==> config.mk <==
export PLATFORM = sky130hd
export DESIGN_NAME = dec_digit_to_bin_flat
export DESIGN_NICKNAME = d
export VERILOG_FILES = /design/src/rtl/dec_digit_to_bin_pkg.sv /design/src/rtl/dec_digit_to_bin_if.sv /design/src/rtl/dec_digit_to_bin_times_ten.sv /design/src/rtl/dec_digit_to_bin.sv /design/src/flat_wrapper.sv
export SDC_FILE = /design/constraint.sdc
export NUM_CORES = 1
export LEC_CHECK = 0
export BUFFER_PORTS_ARGS = -buffer_cell sky130_fd_sc_hd__buf_2
export CAP_MARGIN = 30
export CORE_MARGIN = 4
export CORE_UTILIZATION = 51
export CTS_CLUSTER_DIAMETER = 120
export DETAILED_ROUTE_END_ITERATION = 10
export PLACE_DENSITY = 0.8
export RECOVER_POWER = 100
export SETUP_SLACK_MARGIN = 0.2
export SYNTH_ARGS = -nofsm -noshare
export SYNTH_HDL_FRONTEND = slang
export SYNTH_HIERARCHICAL = 1
export SYNTH_SLANG_ARGS = --single-unit
==> constraint.sdc <==
create_clock -name clk -period 1.8 [get_ports clk]
set_input_delay 0.18 -clock clk [delete_from_list [all_inputs] [get_ports clk]]
set_output_delay 0.18 -clock clk [all_outputs]
set_load 0.05 [all_outputs]
==> src/rtl/dec_digit_to_bin_pkg.sv <==
// ---------------------------------------------------------------------------
// dec_digit_to_bin_pkg
// Shared definitions for the decimal-digit-to-binary accumulator:
//   - state_e   : 2-bit FSM encoding (IDLE=0, MUL=1, ADD=2, DONE=3)
//   - DEC_BASE  : radix of the entered number
//   - BCD_MAX   : largest legal BCD digit
//   - is_bcd()  : legality check for an incoming digit
// ---------------------------------------------------------------------------
package dec_digit_to_bin_pkg;

    typedef enum logic [1:0] {
        ST_IDLE = 2'd0,
        ST_MUL  = 2'd1,
        ST_ADD  = 2'd2,
        ST_DONE = 2'd3
    } state_e;

    localparam int         DEC_BASE = 10;
    localparam logic [3:0] BCD_MAX  = 4'd9;

    // Codes 10..15 are not decimal digits and must be rejected.
    function automatic logic is_bcd(input logic [3:0] d);
        return (d <= BCD_MAX);
    endfunction

endpackage : dec_digit_to_bin_pkg

==> src/rtl/dec_digit_to_bin_if.sv <==
// ---------------------------------------------------------------------------
// dec_digit_to_bin_if
// Digit-entry / result bus of the accumulator.
//   master : digit source and result consumer (drives clear, digit_valid,
//            digit, enter; observes everything else)
//   slave  : the accumulator (drives digit_ready, value_valid, value_out,
//            overflow, digit_err, digit_count)
// ---------------------------------------------------------------------------
interface dec_digit_to_bin_if #(
    parameter int WIDTH      = 6,
    parameter int MAX_DIGITS = 2
);
    localparam int CNT_W = $clog2(MAX_DIGITS + 1);

    logic             clear;
    logic             digit_valid;
    logic [3:0]       digit;
    logic             digit_ready;
    logic             enter;
    logic             value_valid;
    logic [WIDTH-1:0] value_out;
    logic             overflow;
    logic             digit_err;
    logic [CNT_W-1:0] digit_count;

    modport master (
        output clear, digit_valid, digit, enter,
        input  digit_ready, value_valid, value_out, overflow, digit_err, digit_count
    );

    modport slave (
        input  clear, digit_valid, digit, enter,
        output digit_ready, value_valid, value_out, overflow, digit_err, digit_count
    );

endinterface : dec_digit_to_bin_if

==> src/rtl/dec_digit_to_bin_times_ten.sv <==
// ---------------------------------------------------------------------------
// dec_digit_to_bin_times_ten
// Combinational multiply-by-ten as (x<<3)+(x<<1), widened by four bits so
// that 10*(2^WIDTH-1) never wraps.
//   x_i : WIDTH-bit unsigned operand
//   y_o : WIDTH+4-bit product
// ---------------------------------------------------------------------------
module dec_digit_to_bin_times_ten #(
    parameter int WIDTH = 6
) (
    input  logic [WIDTH-1:0] x_i,
    output logic [WIDTH+3:0] y_o
);
    logic [WIDTH+3:0] x_ext_s;

    assign x_ext_s = {4'b0000, x_i};
    assign y_o     = (x_ext_s << 3) + (x_ext_s << 1);

endmodule : dec_digit_to_bin_times_ten

==> src/rtl/dec_digit_to_bin.sv <==
// ---------------------------------------------------------------------------
// dec_digit_to_bin
// Sequential decimal-to-binary accumulator: value = value*10 + digit, one
// BCD digit per handshake. The multiply and the add take separate registered
// cycles (MUL, ADD). enter emits the accumulated value with a one-cycle
// value_valid pulse (DONE) and restarts the entry. Results above 2^WIDTH-1
// saturate to all ones and set a sticky overflow flag for the entry.
//   clk, rst : clock, synchronous active-high reset
//   bus_if   : slave side of dec_digit_to_bin_if (digit handshake, enter,
//              clear, result and status outputs)
// ---------------------------------------------------------------------------
module dec_digit_to_bin
    import dec_digit_to_bin_pkg::*;
#(
    parameter int WIDTH      = 6,
    parameter int MAX_DIGITS = 2
) (
    input  logic                clk,
    input  logic                rst,
    dec_digit_to_bin_if.slave   bus_if
);
    localparam int               CNT_W   = $clog2(MAX_DIGITS + 1);
    localparam logic [CNT_W-1:0] MAX_CNT = CNT_W'(MAX_DIGITS);
    localparam logic [CNT_W-1:0] CNT_ONE = CNT_W'(1);
    localparam logic [WIDTH+3:0] MAX_VAL = {4'b0000, {WIDTH{1'b1}}};

    state_e           state_q;
    logic [WIDTH-1:0] acc_q;
    logic [3:0]       digit_q;
    logic [WIDTH+3:0] prod_q;
    logic [CNT_W-1:0] count_q;
    logic [WIDTH-1:0] value_q;
    logic             overflow_q;
    logic             valid_q;
    logic             err_q;

    logic [WIDTH+3:0] prod_d;
    logic [WIDTH+3:0] sum_s;
    logic             sat_s;
    logic [WIDTH-1:0] acc_d;
    logic             digit_ok_s;

    dec_digit_to_bin_times_ten #(.WIDTH(WIDTH)) u_times_ten (
        .x_i (acc_q),
        .y_o (prod_d)
    );

    // ADD stage: product plus latched digit, saturated to WIDTH bits.
    always_comb begin
        sum_s = prod_q + {{WIDTH{1'b0}}, digit_q};
        sat_s = (sum_s > MAX_VAL);
        if (sat_s) begin
            acc_d = {WIDTH{1'b1}};
        end else begin
            acc_d = sum_s[WIDTH-1:0];
        end
    end

    assign digit_ok_s = is_bcd(bus_if.digit) && (count_q < MAX_CNT);

    // Control FSM with all registered outputs; value_valid/digit_err default low so they pulse.
    always_ff @(posedge clk) begin
        if (rst) begin
            state_q    <= ST_IDLE;
            acc_q      <= {WIDTH{1'b0}};
            digit_q    <= 4'd0;
            prod_q     <= {(WIDTH+4){1'b0}};
            count_q    <= {CNT_W{1'b0}};
            value_q    <= {WIDTH{1'b0}};
            overflow_q <= 1'b0;
            valid_q    <= 1'b0;
            err_q      <= 1'b0;
        end else begin
            valid_q <= 1'b0;
            err_q   <= 1'b0;
            case (state_q)
                ST_IDLE: begin
                    if (bus_if.clear) begin
                        acc_q      <= {WIDTH{1'b0}};
                        count_q    <= {CNT_W{1'b0}};
                        overflow_q <= 1'b0;
                    end else if (bus_if.enter) begin
                        // Result is registered here so it is on the bus during DONE.
                        value_q <= acc_q;
                        valid_q <= 1'b1;
                        state_q <= ST_DONE;
                    end else if (bus_if.digit_valid) begin
                        if (digit_ok_s) begin
                            digit_q <= bus_if.digit;
                            state_q <= ST_MUL;
                        end else begin
                            err_q <= 1'b1;
                        end
                    end
                end
                ST_MUL: begin
                    prod_q  <= prod_d;
                    state_q <= ST_ADD;
                end
                ST_ADD: begin
                    acc_q   <= acc_d;
                    count_q <= count_q + CNT_ONE;
                    if (sat_s) begin
                        overflow_q <= 1'b1;
                    end
                    state_q <= ST_IDLE;
                end
                ST_DONE: begin
                    acc_q      <= {WIDTH{1'b0}};
                    count_q    <= {CNT_W{1'b0}};
                    overflow_q <= 1'b0;
                    state_q    <= ST_IDLE;
                end
                default: begin
                    state_q <= ST_IDLE;
                end
            endcase
        end
    end

    assign bus_if.digit_ready = (state_q == ST_IDLE) & ~bus_if.enter & ~bus_if.clear;
    assign bus_if.value_valid = valid_q;
    assign bus_if.value_out   = value_q;
    assign bus_if.overflow    = overflow_q;
    assign bus_if.digit_err   = err_q;
    assign bus_if.digit_count = count_q;

endmodule : dec_digit_to_bin

==> src/flat_wrapper.sv <==
// flat-port wrapper written by rule: the top's interface ports become plain ports
module dec_digit_to_bin_flat import dec_digit_to_bin_pkg::*;
#(
    parameter int WIDTH      = 6,
    parameter int MAX_DIGITS = 2
)
  (clk, rst, bus_if_clear, bus_if_digit_valid, bus_if_digit, bus_if_enter, bus_if_digit_ready, bus_if_value_valid, bus_if_value_out, bus_if_overflow, bus_if_digit_err, bus_if_digit_count);
  dec_digit_to_bin_if #(.WIDTH(WIDTH), .MAX_DIGITS(MAX_DIGITS)) bus_if_i ();
  input  logic clk;
  input  logic rst;
  input wire logic [$bits(bus_if_i.clear)-1:0] bus_if_clear;
  input wire logic [$bits(bus_if_i.digit_valid)-1:0] bus_if_digit_valid;
  input wire logic [$bits(bus_if_i.digit)-1:0] bus_if_digit;
  input wire logic [$bits(bus_if_i.enter)-1:0] bus_if_enter;
  output wire logic [$bits(bus_if_i.digit_ready)-1:0] bus_if_digit_ready;
  output wire logic [$bits(bus_if_i.value_valid)-1:0] bus_if_value_valid;
  output wire logic [$bits(bus_if_i.value_out)-1:0] bus_if_value_out;
  output wire logic [$bits(bus_if_i.overflow)-1:0] bus_if_overflow;
  output wire logic [$bits(bus_if_i.digit_err)-1:0] bus_if_digit_err;
  output wire logic [$bits(bus_if_i.digit_count)-1:0] bus_if_digit_count;
  assign bus_if_i.clear = bus_if_clear;
  assign bus_if_i.digit_valid = bus_if_digit_valid;
  assign bus_if_i.digit = bus_if_digit;
  assign bus_if_i.enter = bus_if_enter;
  assign bus_if_digit_ready = bus_if_i.digit_ready;
  assign bus_if_value_valid = bus_if_i.value_valid;
  assign bus_if_value_out = bus_if_i.value_out;
  assign bus_if_overflow = bus_if_i.overflow;
  assign bus_if_digit_err = bus_if_i.digit_err;
  assign bus_if_digit_count = bus_if_i.digit_count;
  dec_digit_to_bin #(.WIDTH(WIDTH), .MAX_DIGITS(MAX_DIGITS)) u_core (.clk(clk), .rst(rst), .bus_if(bus_if_i));
endmodule
# Word-level counts from Yosys, hierarchy flattened
# Index checks and enable logic that the tools add are counted.
totals:
  elab_cells: 55
  ff_bits: 33
  inputBits: 9
  output_inout_bits: 12
classes:
  addsub: 3
  bitwise: 6
  order_cmp: 3
  n_mux: 15
  eq_ne: 8
  reduce_logical: 11
ops:
  columns: ["cell", "n"]
  rows:
  - ["$pmux 6 s3", 1]
  - ["$mux 6", 2]
  - ["$pmux 2 s3", 2]
  - ["$add 10x4->10", 1]
  - ["$add 9x7->10", 1]
  - ["$gt 10x6->1 const B", 1]
  - ["$mux 2", 5]
  - ["$reduce_and 3->1", 3]
  - ["$reduce_and 5->1", 1]
  - ["$reduce_or 5->1", 1]
  - ["$eq 2x2->1 const B", 2]
  - ["$le 4x4->1 const B", 1]
  - ["$mux 1", 4]
  - ["$ne 2x2->1 const B", 2]
  - ["$not 1->1", 4]
  - ["$ne 3x2->1 const B", 1]
  - ["$ne 3x3->1 const B", 1]
  - ["$pmux 1 s3", 1]
  - ["$reduce_bool 3->1", 1]
  - ["$reduce_or 3->1", 1]
  - ["$add 2x1->2 const B", 1]
  - ["$and 1x1->1", 2]
  - ["$eq 2x1->1 const B", 1]
  - ["$logic_not 2->1", 1]
  - ["other kinds (5)", 5]

# Depth between registers and ports, before layout
depth:
  word_depth: 7
  mapped_depth: 8
  depth_no_buf: 8

# Modules after synthesis
# Netlist, hierarchy kept.
modules_own_cells:
  columns: ["mod", "instances", "seq_area_each_um2", "area_each_um2", "cells_each"]
  rows:
  - ["dec_digit_to_bin", 1, 660.6, 1495.2, 177]
  - ["dec_digit_to_bin_times_ten", 1, 0.0, 187.7, 22]

# Least setup slack after synthesis
# OpenSTA, ideal clock, no wires.
synth_path:
  kind: "register -> register"
  from: "register u_core.state_q[1]"
  to: "register u_core.digit_q[0]"
  stages_incl_launch_ff: 5
  setup_slack_ns: -0.417
  setup_ns: 0.128
  t_arrival_ns: 2.089
  period_less_slack_ns: 2.217
  required_time_ns: 1.672
  n_path_buf: 0
  cell_sequence: "dfxtp_1 nor4_2 nand3_1 mux2i_1 nor2_1"
synth_between:
  elab_chain_len: 2
synth_lines:
  columns: ["element", "line", "source"]
  rows:
  - ["from (decl)", "dec_digit_to_bin.sv:27", "state_e state_q;"]
  - ["from (signal assigned)", "dec_digit_to_bin.sv:64", "state_q <= ST_IDLE;"]
  - ["from (signal assigned)", "dec_digit_to_bin.sv:86", "state_q <= ST_DONE;"]
  - ["from (signal assigned)", "dec_digit_to_bin.sv:90", "state_q <= ST_MUL;"]
  - ["$logic_not 2->1", "dec_digit_to_bin.sv:76", "case (state_q)"]
  - ["$reduce_and 5->1 (no line)", null, null]
  - ["to (signal assigned)", "dec_digit_to_bin.sv:89", "digit_q <= bus_if.digit;"]
  - ["to (decl)", "dec_digit_to_bin.sv:29", "logic [3:0] digit_q;"]
# Every way passes these cells.
# A chain may end at the register's enable or synchronous reset.

# Worst setup path after layout
layout_path:
  from: "register u_core.prod_q[0]"
  to: "register u_core.acc_q[1]"
layout_between:
  elab_chain_len: 4
layout_lines:
  columns: ["element", "line", "source"]
  rows:
  - ["from (decl)", "dec_digit_to_bin.sv:30", "logic [WIDTH+3:0] prod_q;"]
  - ["from (signal assigned)", "dec_digit_to_bin.sv:67", "prod_q <= {(WIDTH+4){1'b0}};"]
  - ["from (signal assigned)", "dec_digit_to_bin.sv:97", "prod_q <= prod_d;"]
  - ["$add 10x4->10 (*)", "dec_digit_to_bin.sv:50", "sum_s = prod_q + {{WIDTH{1'b0}}, digit_q};"]
  - ["$gt 10x6->1", "dec_digit_to_bin.sv:51", "sat_s = (sum_s > MAX_VAL);"]
  - ["$mux 6 (*)", "dec_digit_to_bin.sv:52", "if (sat_s) begin"]
  - ["$pmux 6 s3 (*)", "dec_digit_to_bin.sv:76", null]
  - ["to (signal assigned)", "dec_digit_to_bin.sv:65", "acc_q <= {WIDTH{1'b0}};"]
  - ["to (signal assigned)", "dec_digit_to_bin.sv:79", "acc_q <= {WIDTH{1'b0}};"]
  - ["to (signal assigned)", "dec_digit_to_bin.sv:109", "acc_q <= {WIDTH{1'b0}};"]
  - ["to (decl)", "dec_digit_to_bin.sv:28", "logic [WIDTH-1:0] acc_q;"]
# Mark *: on every way between the ends. The rest lies on a longest branch, timed or not.

==> results.txt <==
Slowest library cell on the worst path: sky130_fd_sc_hd__dfxtp_2. The flow ran to the end, but the final reports show violations. The final reports fail on negative setup slack. The critical path runs through a total of 8 cells. The shortest period the worst path allows is 1.85 ns.

Counting every sink on the clock net gives 33. In this run the most critical hold path is launched from bus_if_digit[0]. In this run, flip-flops and latches consume 55.4% of the power. During I/O placement, the number of pins put on the boundary was 21. The switching power of the nets came out at 348 µW. For the arrival time of data at the critical path endpoint, the log shows 2.04 ns.

Portion of total power attributed to combinational logic: 9.1%. The path with the worst hold slack has its endpoint at u_core/digit_q[0]$_SDFFE_PP0P_. Clock latency on the worst-skew pair, taken at its later pin, is 0.34 ns. Clock-pin slew was measured on the worst setup and hold paths at 0.10 ns. The worst-case headroom to the max-slew limit is 58.9%, and the final number of max-transition violations is 0.

The final core utilization is 66.3%. The synthesized design contains 0 enable-type register cells. The category of cells accounting for the largest share of critical-path delay was simple AND/OR/NAND/NOR gates. For this configuration, the core starts out at a cell density of 54.2%. For the number of levels in the clock H-tree, the log shows 2. In this run the worst path has a maximum fanout of 7. In this run the critical register-to-register path is launched from u_core/prod_q[0]$_SDFFE_PP0P_.

Global routing used 19.5% of the available tracks. Static power due to leakage: 0.000784 µW. For flop-to-flop paths, the worst setup slack is -0.05 ns.

The area overhead of the layout relative to synthesis is 22.2%. STA classifies the critical path startpoint as a register. The die covers 4280 µm².

The first global-routing pass estimated 6.33 mm of wire. Number of buffers inserted by port buffering: 20. The netlist uses 40 different library cells. When the netlist entered floorplanning its net count stood at 218. The endpoint of the worst-slack reg-to-reg timing path was u_core/acc_q[1]$_SDFFE_PP0P_. The path depth of the worst reg2reg path is 8, and the number of nets in the layout is 244. Hold-critical path depth: 3. Share of layout cells above drive strength 1: 25.7%. The class of the most critical hold timing path was in -> reg.

STA classifies the critical path endpoint as a register. The final weighted congestion of routability-driven global placement came out at 0.760. The critical path goes through ha_4 > inv_2 > fa_2 > nand2b_4 > a21oi_4 > or3_4 > a22oi_4 > a311oi_1. The final wirelength was 3.70 mm; the number of buffers and inverters on the critical path was 1. The number of nets with antenna violations after detailed routing was 0. The floorplan step set the die height to 65.4 µm. Setup repair after global routing could not meet its margin everywhere. In this run the cell area of the synthesized design comes to 1680 µm².

Dividing the final minimum period by the clock period gives 103%. The clock network power share came out at 35.5%. For the least setup slack across all paths after layout, the log shows -0.0468 ns. The tree is rooted in a sky130_fd_sc_hd__clkbuf_4. The repair_antennas step left the layout with diodes totalling 0.

For this run the aggregate overflow at the end of global routing stands at 0. The number of antenna violations at the first check in global routing is 0, and the count of endpoints failing hold in the final timing report is 0. The setup path with the least slack is of type reg -> reg. TritonCTS built the clock tree.

The internal portion of the total power is 1000 µW. The first TritonRoute pass finished after 4 iterations. Number of synthesized register bits: 33. In this run the worst setup path begins at u_core/prod_q[0]$_SDFFE_PP0P_.

The fraction of power spent switching nets is 25.8%. VDD sags by at most 0.530 mV. Setup violations remaining at the end of the flow were counted as 7.

Hold is met by 0.0614 ns. The sequential area share after synthesis came out at 39.3%. The detailed router finished its first iteration with 57 violations.

Summing over every cut layer, the via total after detailed routing is 1492. In this run the mean area of a mapped cell was 8.46 µm². During synthesis, Yosys emitted a total of 6 warnings. The critical path required time came out at 1.99 ns.

The largest single stage delay on the critical path is 0.35 ns. The power per standard cell area is 656 nW/µm², and the final total negative setup slack is -0.128 ns. In the routed layout, each cell is associated on average with a via count of 5.53. Entering global routing, the biggest net connects 35 pins. For this run, design rule violations remaining after detail routing come to 0. The number of buffers added by the clock tree synthesis step was 5; the gate count of the mapped netlist was 199.

The proportion of register bits with asynchronous set or reset after synthesis works out to 0%. The via count of the first global-routing pass came out at 1386. The final routed wire length divided by cell count works out to 13.7 µm.

The worst-margin pin slew was 0.616 ns. Achievable clock frequency: 541 MHz. Clock skew on the completed layout was measured at 0.0131 ns.

The total area inside the core boundary comes to 3100 µm². The half-perimeter wire length after placement was 2.68 mm; the width of the chip was 65.4 µm. The most frequently used flop master after synthesis was sky130_fd_sc_hd__dfxtp_1. The logs give 2 for the maximum buffer depth of the clock tree and 0 for the number of violations of the max-capacitance limit.

Row generation in the floorplan step produced 20 rows.
-- stage by stage --
step	setup WS, ns	cells	power, µW	cell area (µm²)
after global routing	-0.0895	270	1420	2060
after floorplan	0.105	199	857	1760
after detailed placement	-0.0424	261	893	1930
final	-0.0468	270	1350	2060
after global placement	-0.00213	261	891	1930
after CTS	-0.0354	269	1370	2070
-- placed cells by master (no fill, tap or decap), drive strengths merged, types with 6 or more instances in the layout --
cell and n:
xnor2 6, buf 19, clkbuf 19, dfxtp 33, nand3 9, a21oi 35, nor2 14, ha 8
nand2 33
-- cells in the mapped netlist (2+ instances only) --
cell	instances	area, µm²
sky130_fd_sc_hd__a211oi_1	5	37.5
sky130_fd_sc_hd__a21o_1	3	22.5
sky130_fd_sc_hd__a21oi_1	34	170
sky130_fd_sc_hd__a311oi_1	3	26.3
sky130_fd_sc_hd__buf_4	4	30.0
sky130_fd_sc_hd__clkbuf_1	6	22.5
sky130_fd_sc_hd__dfxtp_1	33	661
sky130_fd_sc_hd__fa_1	2	40.0
sky130_fd_sc_hd__ha_1	8	100
sky130_fd_sc_hd__inv_1	4	15.0
sky130_fd_sc_hd__mux2i_1	4	40.0
sky130_fd_sc_hd__nand2_1	33	124
sky130_fd_sc_hd__nand2b_1	3	18.8
sky130_fd_sc_hd__nand3_1	9	45.0
sky130_fd_sc_hd__nor2_1	14	52.6
sky130_fd_sc_hd__o211ai_1	2	15.0
sky130_fd_sc_hd__o21a_1	2	15.0
sky130_fd_sc_hd__xnor2_1	6	52.6
sky130_fd_sc_hd__xor2_1	3	26.3
-- power by group through the flow --
stage               sequential (µW)  clock (µW)  combinational (µW)
detailed placement              767           0                 127
global placement                766           0                 125
finish                          747         480                 123
CTS                             749         496                 129
floorplan                       775           0                81.7
global route                    749         531                 137
-- layout make-up --
type	count	area (µm²)
Fill cell	281	1050
Multi-Input combinational cell	149	1070
Inverter	5	18.8
Clock buffer	7	65.1
Timing Repair Buffer	31	165
Tap cell	44	55.1
Clock inverter	1	5.00
Sequential cell	33	673
-- state kept, by name, summed over array words and instances (netlist names) --
name	flops
u_core/digit_q	4
u_core/state_q	2
u_core/prod_q	10
u_core/bus_if.digit_count	2
u_core/bus_if.value_out	6
u_core/bus_if.overflow	1
u_core/bus_if.digit_err	1
u_core/bus_if.value_valid	1
u_core/acc_q	6
-- worst min-delay path: stages --
cell	delay, ns
sky130_fd_sc_hd__buf_2	0.07
sky130_fd_sc_hd__mux2i_1	0.05
sky130_fd_sc_hd__nor2_1	0.07
-- how the worst max path moves through the flow --
| stage | endpoint | slack (ns) |
|---|---|---|
| CTS | u_core/acc_q[1]$_SDFFE_PP0P_ | -0.04 |
| global route | u_core/acc_q[4]$_SDFFE_PP0P_ | -0.09 |
| detailed placement | u_core/acc_q[4]$_SDFFE_PP0P_ | -0.04 |
| global placement | u_core/acc_q[5]$_SDFFE_PP0P_ | -0.002 |
| finish | u_core/acc_q[1]$_SDFFE_PP0P_ | -0.05 |
| floorplan | u_core/acc_q[1]$_SDFFE_PP0P_ | 0.10 |
-- routing by layer --
layer  up-vias  GRT usage (%)  wire length (µm)
met2        36           29.7              1740
met1       707           25.7              1700
li1        742              -                 -
met4         0           9.33                74
met3         7           4.62               191
met5         -              0                 0
-- cell families (layout without fill, tap and decap cells) --
kind of cell / after synthesis / count (layout) / synth area share (%)
AOI/OAI and AO/OA: 56 / 56 / 21.0
DFF: 33 / 33 / 39.3
other: 1 / 1 / 0.223
adders and majority gates: 10 / 10 / 8.33
and+or+nand+nor: 69 / 69 / 19.3
buffers and inverters: 17 / 44 / 4.76
xor gates and xnor gates: 9 / 9 / 4.68
muxes: 4 / 4 / 2.38
-- what timing repair did --
item | in CTS | in global routing
hold buffers | 0 | 0
setup endpoints to repair | 10 | 11
buffers inserted | 0 | 1
pin swaps | 11 | 3
gates resized for setup | 12 | 6
Power figures use the tool's default switching activity.
